$ cat config.mk
export PLATFORM = sky130hd
export DESIGN_NAME = ps2_key_controller_flat
export DESIGN_NICKNAME = d
export VERILOG_FILES = /design/src/rtl/ps2_pkg.sv /design/src/rtl/ps2_key_controller_if.sv /design/src/rtl/ps2_evt_fifo.sv /design/src/rtl/ps2_key_controller.sv /design/src/flat_wrapper.sv
export SDC_FILE = /design/constraint.sdc
export NUM_CORES = 1
export LEC_CHECK = 0
export CORE_MARGIN = 2
export CORE_UTILIZATION = 30
export DETAILED_ROUTE_END_ITERATION = 8
export SLEW_MARGIN = 0
export SYNTH_ARGS = -nofsm -noshare
export SYNTH_HDL_FRONTEND = slang
export SYNTH_SLANG_ARGS = --single-unit
$ cat constraint.sdc
create_clock -name clk -period 4.1 [get_ports clk]
set_input_delay 0.615 -clock clk [delete_from_list [all_inputs] [get_ports clk]]
set_output_delay 0.615 -clock clk [all_outputs]
set_load 0.02 [all_outputs]
$ cat src/rtl/ps2_pkg.sv
// Shared constants and types for the PS/2 key controller slice.
// Prefix bytes, tracked key codes, key bitmap indices, FSM encoding, event layout.
package ps2_pkg;

    localparam logic [7:0] PS2_EXT = 8'hE0;
    localparam logic [7:0] PS2_BRK = 8'hF0;

    localparam logic [7:0] KEY_UP_EXT    = 8'h75;
    localparam logic [7:0] KEY_DOWN_EXT  = 8'h72;
    localparam logic [7:0] KEY_LEFT_EXT  = 8'h6B;
    localparam logic [7:0] KEY_RIGHT_EXT = 8'h74;
    localparam logic [7:0] KEY_W         = 8'h1D;
    localparam logic [7:0] KEY_S         = 8'h1B;
    localparam logic [7:0] KEY_A         = 8'h1C;
    localparam logic [7:0] KEY_D         = 8'h23;

    localparam int KEY_UP    = 3;
    localparam int KEY_DOWN  = 2;
    localparam int KEY_LEFT  = 1;
    localparam int KEY_RIGHT = 0;

    localparam int EVT_W = 10;

    typedef enum logic [1:0] {
        ST_IDLE,
        ST_GOT_E0,
        ST_GOT_F0,
        ST_GOT_E0F0
    } ps2_state_t;

    typedef struct packed {
        logic       ext;
        logic       brk;
        logic [7:0] code;
    } evt_t;

    // Arrow keys only count when E0-prefixed; WASD only when not.
    function automatic logic [3:0] key_mask(input logic ext, input logic [7:0] code);
        key_mask = '0;
        if (ext) begin
            case (code)
                KEY_UP_EXT:    key_mask[KEY_UP]    = 1'b1;
                KEY_DOWN_EXT:  key_mask[KEY_DOWN]  = 1'b1;
                KEY_LEFT_EXT:  key_mask[KEY_LEFT]  = 1'b1;
                KEY_RIGHT_EXT: key_mask[KEY_RIGHT] = 1'b1;
                default: ;
            endcase
        end else begin
            case (code)
                KEY_W: key_mask[KEY_UP]    = 1'b1;
                KEY_S: key_mask[KEY_DOWN]  = 1'b1;
                KEY_A: key_mask[KEY_LEFT]  = 1'b1;
                KEY_D: key_mask[KEY_RIGHT] = 1'b1;
                default: ;
            endcase
        end
    endfunction

endpackage

$ cat src/rtl/ps2_key_controller_if.sv
// Byte-in / event-out bundle between the PS/2 receiver, the key controller and the game core.
// master drives received bytes and consumer ready; slave is the key controller.
interface ps2_key_controller_if;
    logic [7:0] rx_data;
    logic       rx_valid;
    logic       rx_err;
    logic [7:0] evt_code;
    logic       evt_ext;
    logic       evt_break;
    logic       evt_valid;
    logic       evt_ready;
    logic [3:0] key_state;
    logic [7:0] key_count;
    logic       overflow;

    modport master (
        output rx_data, rx_valid, rx_err, evt_ready,
        input  evt_code, evt_ext, evt_break, evt_valid, key_state, key_count, overflow
    );

    modport slave (
        input  rx_data, rx_valid, rx_err, evt_ready,
        output evt_code, evt_ext, evt_break, evt_valid, key_state, key_count, overflow
    );
endinterface

$ cat src/rtl/ps2_evt_fifo.sv
// Purpose: small synchronous FIFO of decoded key events; head is zero while empty.
// Latency: a push is visible at the head one cycle later.
// Backpressure: push on full without a same-cycle pop is dropped and flagged on drop.
module ps2_evt_fifo
    import ps2_pkg::*;
#(
    parameter int DEPTH = 4
) (
    input  logic clk,
    input  logic rst,
    input  logic push,
    input  evt_t push_dat,
    input  logic pop,
    output evt_t head,
    output logic empty,
    output logic drop
);
    localparam int AW = (DEPTH > 1) ? $clog2(DEPTH) : 1;

    evt_t          mem [DEPTH];
    logic [AW-1:0] wr_ptr;
    logic [AW-1:0] rd_ptr;
    logic [AW:0]   count;
    logic          full;
    logic          do_push;
    logic          do_pop;

    assign empty   = (count == '0);
    assign full    = (count == (AW+1)'(DEPTH));
    assign do_pop  = pop & ~empty;
    // A pop on the same edge frees the slot, so a full FIFO still takes the push.
    assign do_push = push & (~full | do_pop);
    assign drop    = push & full & ~do_pop;
    assign head    = empty ? '0 : mem[rd_ptr];

    always_ff @(posedge clk) begin
        if (do_push) begin
            mem[wr_ptr] <= push_dat;
        end
    end

    always_ff @(posedge clk) begin
        if (rst) begin
            wr_ptr <= '0;
            rd_ptr <= '0;
            count  <= '0;
        end else begin
            if (do_push) wr_ptr <= wr_ptr + 1'b1;
            if (do_pop)  rd_ptr <= rd_ptr + 1'b1;
            case ({do_push, do_pop})
                2'b10:   count <= count + 1'b1;
                2'b01:   count <= count - 1'b1;
                default: ;
            endcase
        end
    end

endmodule

$ cat src/rtl/ps2_key_controller.sv
// Purpose: strips E0/F0 prefixes from PS/2 bytes, tracks racer key bitmap, queues key events.
// Latency: event written and KEY_STATE updated on the edge that samples rx_valid; evt_valid next cycle.
// Backpressure: evt_valid/evt_ready to the game core; events arriving on a full queue are dropped (sticky overflow).
module ps2_key_controller
    import ps2_pkg::*;
#(
    parameter int DEPTH       = 4,
    parameter int TIMEOUT_CYC = 100000
) (
    input  logic                 clk,
    input  logic                 rst,
    ps2_key_controller_if.slave  bus
);
    localparam int               TW       = $clog2(TIMEOUT_CYC + 1);
    localparam logic [TW-1:0]    TMO_LAST = TW'(TIMEOUT_CYC - 1);

    ps2_state_t    state;
    logic [TW-1:0] tmo_cnt;
    logic [3:0]    key_state;
    logic [7:0]    key_count;
    logic          overflow;

    logic          is_prefix;
    logic          emit;
    evt_t          emit_evt;
    logic [3:0]    emit_mask;
    evt_t          head;
    logic          fifo_empty;
    logic          fifo_drop;

    assign is_prefix = (bus.rx_data == PS2_EXT) || (bus.rx_data == PS2_BRK);

    // Event decode is combinational so the FIFO captures it on the sampling edge.
    always_comb begin
        emit         = 1'b0;
        emit_evt     = '0;
        emit_evt.ext = (state == ST_GOT_E0) || (state == ST_GOT_E0F0);
        emit_evt.brk = (state == ST_GOT_F0) || (state == ST_GOT_E0F0);
        emit_evt.code = bus.rx_data;
        if (bus.rx_valid && !bus.rx_err && !is_prefix) begin
            emit = !((state == ST_IDLE) &&
                     ((bus.rx_data == 8'h00) || (bus.rx_data == 8'hFF)));
        end
    end

    assign emit_mask = emit ? key_mask(emit_evt.ext, emit_evt.code) : 4'b0000;

    always_ff @(posedge clk) begin
        if (rst) begin
            state     <= ST_IDLE;
            tmo_cnt   <= '0;
            key_state <= '0;
            key_count <= '0;
            overflow  <= 1'b0;
        end else begin
            if (fifo_drop) overflow <= 1'b1;

            if (emit_mask != 4'b0000) begin
                if (emit_evt.brk) begin
                    key_state <= key_state & ~emit_mask;
                end else begin
                    key_state <= key_state | emit_mask;
                    if ((key_state & emit_mask) == 4'b0000) key_count <= key_count + 1'b1;
                end
            end

            if (bus.rx_valid) begin
                tmo_cnt <= '0;
                if (bus.rx_err) begin
                    state <= ST_IDLE;
                end else begin
                    case (state)
                        ST_IDLE: begin
                            if (bus.rx_data == PS2_EXT)      state <= ST_GOT_E0;
                            else if (bus.rx_data == PS2_BRK) state <= ST_GOT_F0;
                        end
                        ST_GOT_E0: begin
                            if (bus.rx_data == PS2_BRK)      state <= ST_GOT_E0F0;
                            else if (bus.rx_data != PS2_EXT) state <= ST_IDLE;
                        end
                        ST_GOT_F0: begin
                            if (bus.rx_data == PS2_EXT)      state <= ST_GOT_E0;
                            else if (bus.rx_data != PS2_BRK) state <= ST_IDLE;
                        end
                        default: state <= ST_IDLE;
                    endcase
                end
            end else if (state == ST_IDLE) begin
                tmo_cnt <= '0;
            end else if (tmo_cnt == TMO_LAST) begin
                state   <= ST_IDLE;
                tmo_cnt <= '0;
            end else begin
                tmo_cnt <= tmo_cnt + 1'b1;
            end
        end
    end

    ps2_evt_fifo #(.DEPTH(DEPTH)) u_fifo (
        .clk      (clk),
        .rst      (rst),
        .push     (emit),
        .push_dat (emit_evt),
        .pop      (bus.evt_ready),
        .head     (head),
        .empty    (fifo_empty),
        .drop     (fifo_drop)
    );

    assign bus.evt_code  = head.code;
    assign bus.evt_ext   = head.ext;
    assign bus.evt_break = head.brk;
    assign bus.evt_valid = ~fifo_empty;
    assign bus.key_state = key_state;
    assign bus.key_count = key_count;
    assign bus.overflow  = overflow;

endmodule
$ cat src/flat_wrapper.sv
// flat-port wrapper written by rule: the top's interface ports become plain ports
module ps2_key_controller_flat import ps2_pkg::*;
#(
    parameter int DEPTH       = 4,
    parameter int TIMEOUT_CYC = 100000
)
  (clk, rst, bus_rx_data, bus_rx_valid, bus_rx_err, bus_evt_ready, bus_evt_code, bus_evt_ext, bus_evt_break, bus_evt_valid, bus_key_state, bus_key_count, bus_overflow);
  ps2_key_controller_if bus_i ();
  input  logic clk;
  input  logic rst;
  input wire logic [$bits(bus_i.rx_data)-1:0] bus_rx_data;
  input wire logic [$bits(bus_i.rx_valid)-1:0] bus_rx_valid;
  input wire logic [$bits(bus_i.rx_err)-1:0] bus_rx_err;
  input wire logic [$bits(bus_i.evt_ready)-1:0] bus_evt_ready;
  output wire logic [$bits(bus_i.evt_code)-1:0] bus_evt_code;
  output wire logic [$bits(bus_i.evt_ext)-1:0] bus_evt_ext;
  output wire logic [$bits(bus_i.evt_break)-1:0] bus_evt_break;
  output wire logic [$bits(bus_i.evt_valid)-1:0] bus_evt_valid;
  output wire logic [$bits(bus_i.key_state)-1:0] bus_key_state;
  output wire logic [$bits(bus_i.key_count)-1:0] bus_key_count;
  output wire logic [$bits(bus_i.overflow)-1:0] bus_overflow;
  assign bus_i.rx_data = bus_rx_data;
  assign bus_i.rx_valid = bus_rx_valid;
  assign bus_i.rx_err = bus_rx_err;
  assign bus_i.evt_ready = bus_evt_ready;
  assign bus_evt_code = bus_i.evt_code;
  assign bus_evt_ext = bus_i.evt_ext;
  assign bus_evt_break = bus_i.evt_break;
  assign bus_evt_valid = bus_i.evt_valid;
  assign bus_key_state = bus_i.key_state;
  assign bus_key_count = bus_i.key_count;
  assign bus_overflow = bus_i.overflow;
  ps2_key_controller #(.DEPTH(DEPTH), .TIMEOUT_CYC(TIMEOUT_CYC)) u_core (.clk(clk), .rst(rst), .bus(bus_i));
endmodule
==> impl_metrics.toml <==
[power]
p_leak_nw = 1.49
pwr_density_cell_nw_per_um2 = 490
power_mw = 2.20
worst_ir_drop_vdd_mv = 0.172

[placed_design]
hpwl_mm = 5.07
buffer_ports.inserted = 36
gpl.final_weighted_congestion = 0.777
place_ws_ns = 0.520

[route]
via_per_inst = 4.81
drt_pre_antenna_iters = 6
avgRoutedWirePerCell_um = 14.2
wirelength_mm = 7.20
detailroute.via_count = 2439
antenna_violating_nets_post_route = 0
route.detailed.drc = 0
detail_route.iter0.violations = 101

[global_routing]
groute.usage.overall = 0.118
grt_pass1_wl_mm = 11.9
grt_antenna_before_repair = 0
grt_start_max_net_pins = 25
first_global_vias = 2463
grt.overflow.total = 0

[logic_synthesis]
post_synth_main_area_contributors = "edfxtp_1 (33%), dfxtp_1 (22%), mux4_2 (6.1%), nor2_1 (3.6%), xor2_1 (3.3%)"
yosys.cell_types.count = 51
synthesis.area_per_instance_um2 = 11.5
synth-async-reset-ratio = 0
synth.yosys.warnings = 0
syn-instance-count = 319
number_of_enable_type_register_cells_in_the_synthesized_netlist = 40
postSynthNetCount = 340
synth_sequential_area_ratio = 0.550
synth_top_area_cell = "edfxtp_1"
yosys.area.top_type_share = 0.327
postSynthRegisterBits = 81
synth_top_flop_cell = "dfxtp_1"
synthesis.area_um2 = 3680

[layout]
drive_above_1_share = 0.0972
multi_input_combinational_cell_area_um2 = 1540
design.final.nets = 376
final-seq-area_um2 = 2020
area_growth_syn_to_layout_pct = 21.9
diodes_inserted = 0
num-fill-cells = 1152

[timing]
final-hold-violation-count = 0
setup_viol_count_final = 0
layout_setup_ws_ns = 0.867
max_clock_freq_mhz = 309
grt_setup_unrepaired = "false"
max_slew.worst_pin.slew_ns = 1.08
fin_tns_setup_ns = 0
min_period_ns = 3.23
final_min_period_over_clock_period = 0.788
worst_slew_margin_rel = 0.279
slew_viol_final = 0
skew_ns = 0.00680

[min_path]
worstHoldPathType = "reg2reg"

[clock_network]
clk_pin_slew_ns = 0.06
ctsLongestPathBuffers = 2
clkSinkCount = 81
worst_skew_pair.late_latency_ns = 0.33
tritoncts = "yes"
cts.repair.resized = 0
postCtsHoldBufs = 0
cts.root.buffer_cell = "clkbuf_16"
post-cts-setup-buffers = 0
ctsHtreeMaxLevel = 3
cts-buffers-inserted = 9

[floorplan]
fp.dieH_um = 115
floorplan.initialDensity = 0.307
coreArea_um2 = 12000
dieWidth_um = 115
boundaryPins = 37
placement_rows = 40
die-area_um2 = 13200

[setup_path]
worst-path-max-fanout = 9
critPathKind = "in2reg"
setup.worst_path.end_class = "flop"
worst-endpoint-arrival_ns = 3.50
cp.required_ns = 4.36
start_kind = "primary input"

[run]
timing.max_cap.violations = 0

[run_status]
outcome = "complete, no violations"
-- Yosys cell counts (all sizes together), types with 3 or more instances --
| cell | n |
|---|---|
| dfxtp | 41 |
| edfxtp | 40 |
| nor2 | 35 |
| and2 | 18 |
| a21oi | 17 |
| xor2 | 14 |
| nand3 | 13 |
| or3 | 11 |
| and3 | 10 |
| clkbuf | 10 |
| inv | 10 |
| mux4 | 10 |
| o21ai | 10 |
| nand2 | 9 |
| ha | 7 |
| nor3 | 7 |
| xnor2 | 7 |
| buf | 6 |
| mux2i | 5 |
| nor2b | 5 |
| a31oi | 3 |
| nor4b | 3 |
-- state kept, by name (all words and copies together), names as in the netlist, named ones only --
register and count:
u_core.u_fifo.rd_ptr 2, u_core.u_fifo.mem 40, u_core.u_fifo.wr_ptr 2, u_core.state 2, u_core.bus.key_count 8, u_core.u_fifo.count 3
u_core.bus.overflow 1, u_core.tmo_cnt 17
-- routing by layer --
| layer | global-route usage | share of wire |
|---|---|---|
| met1 | 0.142 | 0.47 |
| met2 | 0.192 | 0.46 |
| met3 | 0.0386 | 0.049 |
| met4 | 0.0562 | 0.019 |
| met5 | 0 | 0 |
-- cells in the final DEF (no fill, tap or decap), drive strengths merged, types with 2 or more instances in the layout --
| cell | n |
|---|---|
| dfxtp | 41 |
| edfxtp | 40 |
| clkdlybuf4s50 | 36 |
| nor2 | 35 |
| and2 | 18 |
| a21oi | 17 |
| xor2 | 14 |
| nand3 | 13 |
| inv | 13 |
| or3 | 11 |
| mux4 | 10 |
| and3 | 10 |
| o21ai | 10 |
| nand2 | 9 |
| clkbuf | 9 |
| xnor2 | 7 |
| nor3 | 7 |
| ha | 7 |
| mux2i | 5 |
| buf | 5 |
| nor2b | 5 |
| nor4b | 3 |
| a31oi | 3 |
| nand4b | 2 |
| and4b | 2 |
| nand4 | 2 |
| clkinvlp | 2 |
| or4 | 2 |
| o21a | 2 |
-- critical path: stages --
cell and delay (ns):
clkdlybuf4s50_1 0.56, or4_4 0.50, o21a_2 0.28, nor2b_1 0.21, inv_1 0.09, ha_1 0.18
inv_1 0.07, fa_1 0.38, xor2_1 0.15, or3_1 0.30, a21oi_1 0.15
-- power breakdown --
group          internal [mW]  total [mW]  switching, mW
clock                  0.478       0.804          0.326
sequential             0.885       0.932         0.0476
combinational          0.242       0.460          0.218
total                   1.60        2.20          0.592
-- metrics by stage --
step	cells	instance area, um^2	util	hold slack (ns)
final	507	4480	0.375	0.440
after CTS	507	4480	0.375	0.445
after global routing	507	4480	0.375	0.461
after detailed placement	491	4180	0.349	0.436
after floorplan	319	3680	-	0.413
after global placement	491	4180	0.349	0.425
-- cell families after synthesis --
kind of cell | Yosys count | synth area share
fa+ha+maj | 8 | 0.0293
xor+xnor | 21 | 0.0500
flops | 81 | 0.550
compound gates | 43 | 0.0739
mux | 16 | 0.0790
simple gates | 124 | 0.186
buf+inv | 26 | 0.0317
-- worst paths after layout --
kind                                 end               from  slack, ns  cells past startpoint
hold / removal         u_core.tmo_cnt[0]  u_core.tmo_cnt[0]       0.44                      1
setup reg to reg  u_core.u_fifo.count[2]    u_core.state[0]       1.10                     11
setup / recovery  u_core.u_fifo.count[2]     bus_rx_data[2]       0.87                     11
hold reg to reg        u_core.tmo_cnt[0]  u_core.tmo_cnt[0]       0.44                      1
-- cell type report --
class / count / area share
clock buffers: 9 / 0.0503
repair buffers: 41 / 0.0888
well taps: 147 / 0.0410
multi-input cells: 212 / 0.343
inverters: 10 / 0.00838
clock inverters: 7 / 0.0173
flip-flops and latches: 81 / 0.451
(Power assumes the default switching activity.)
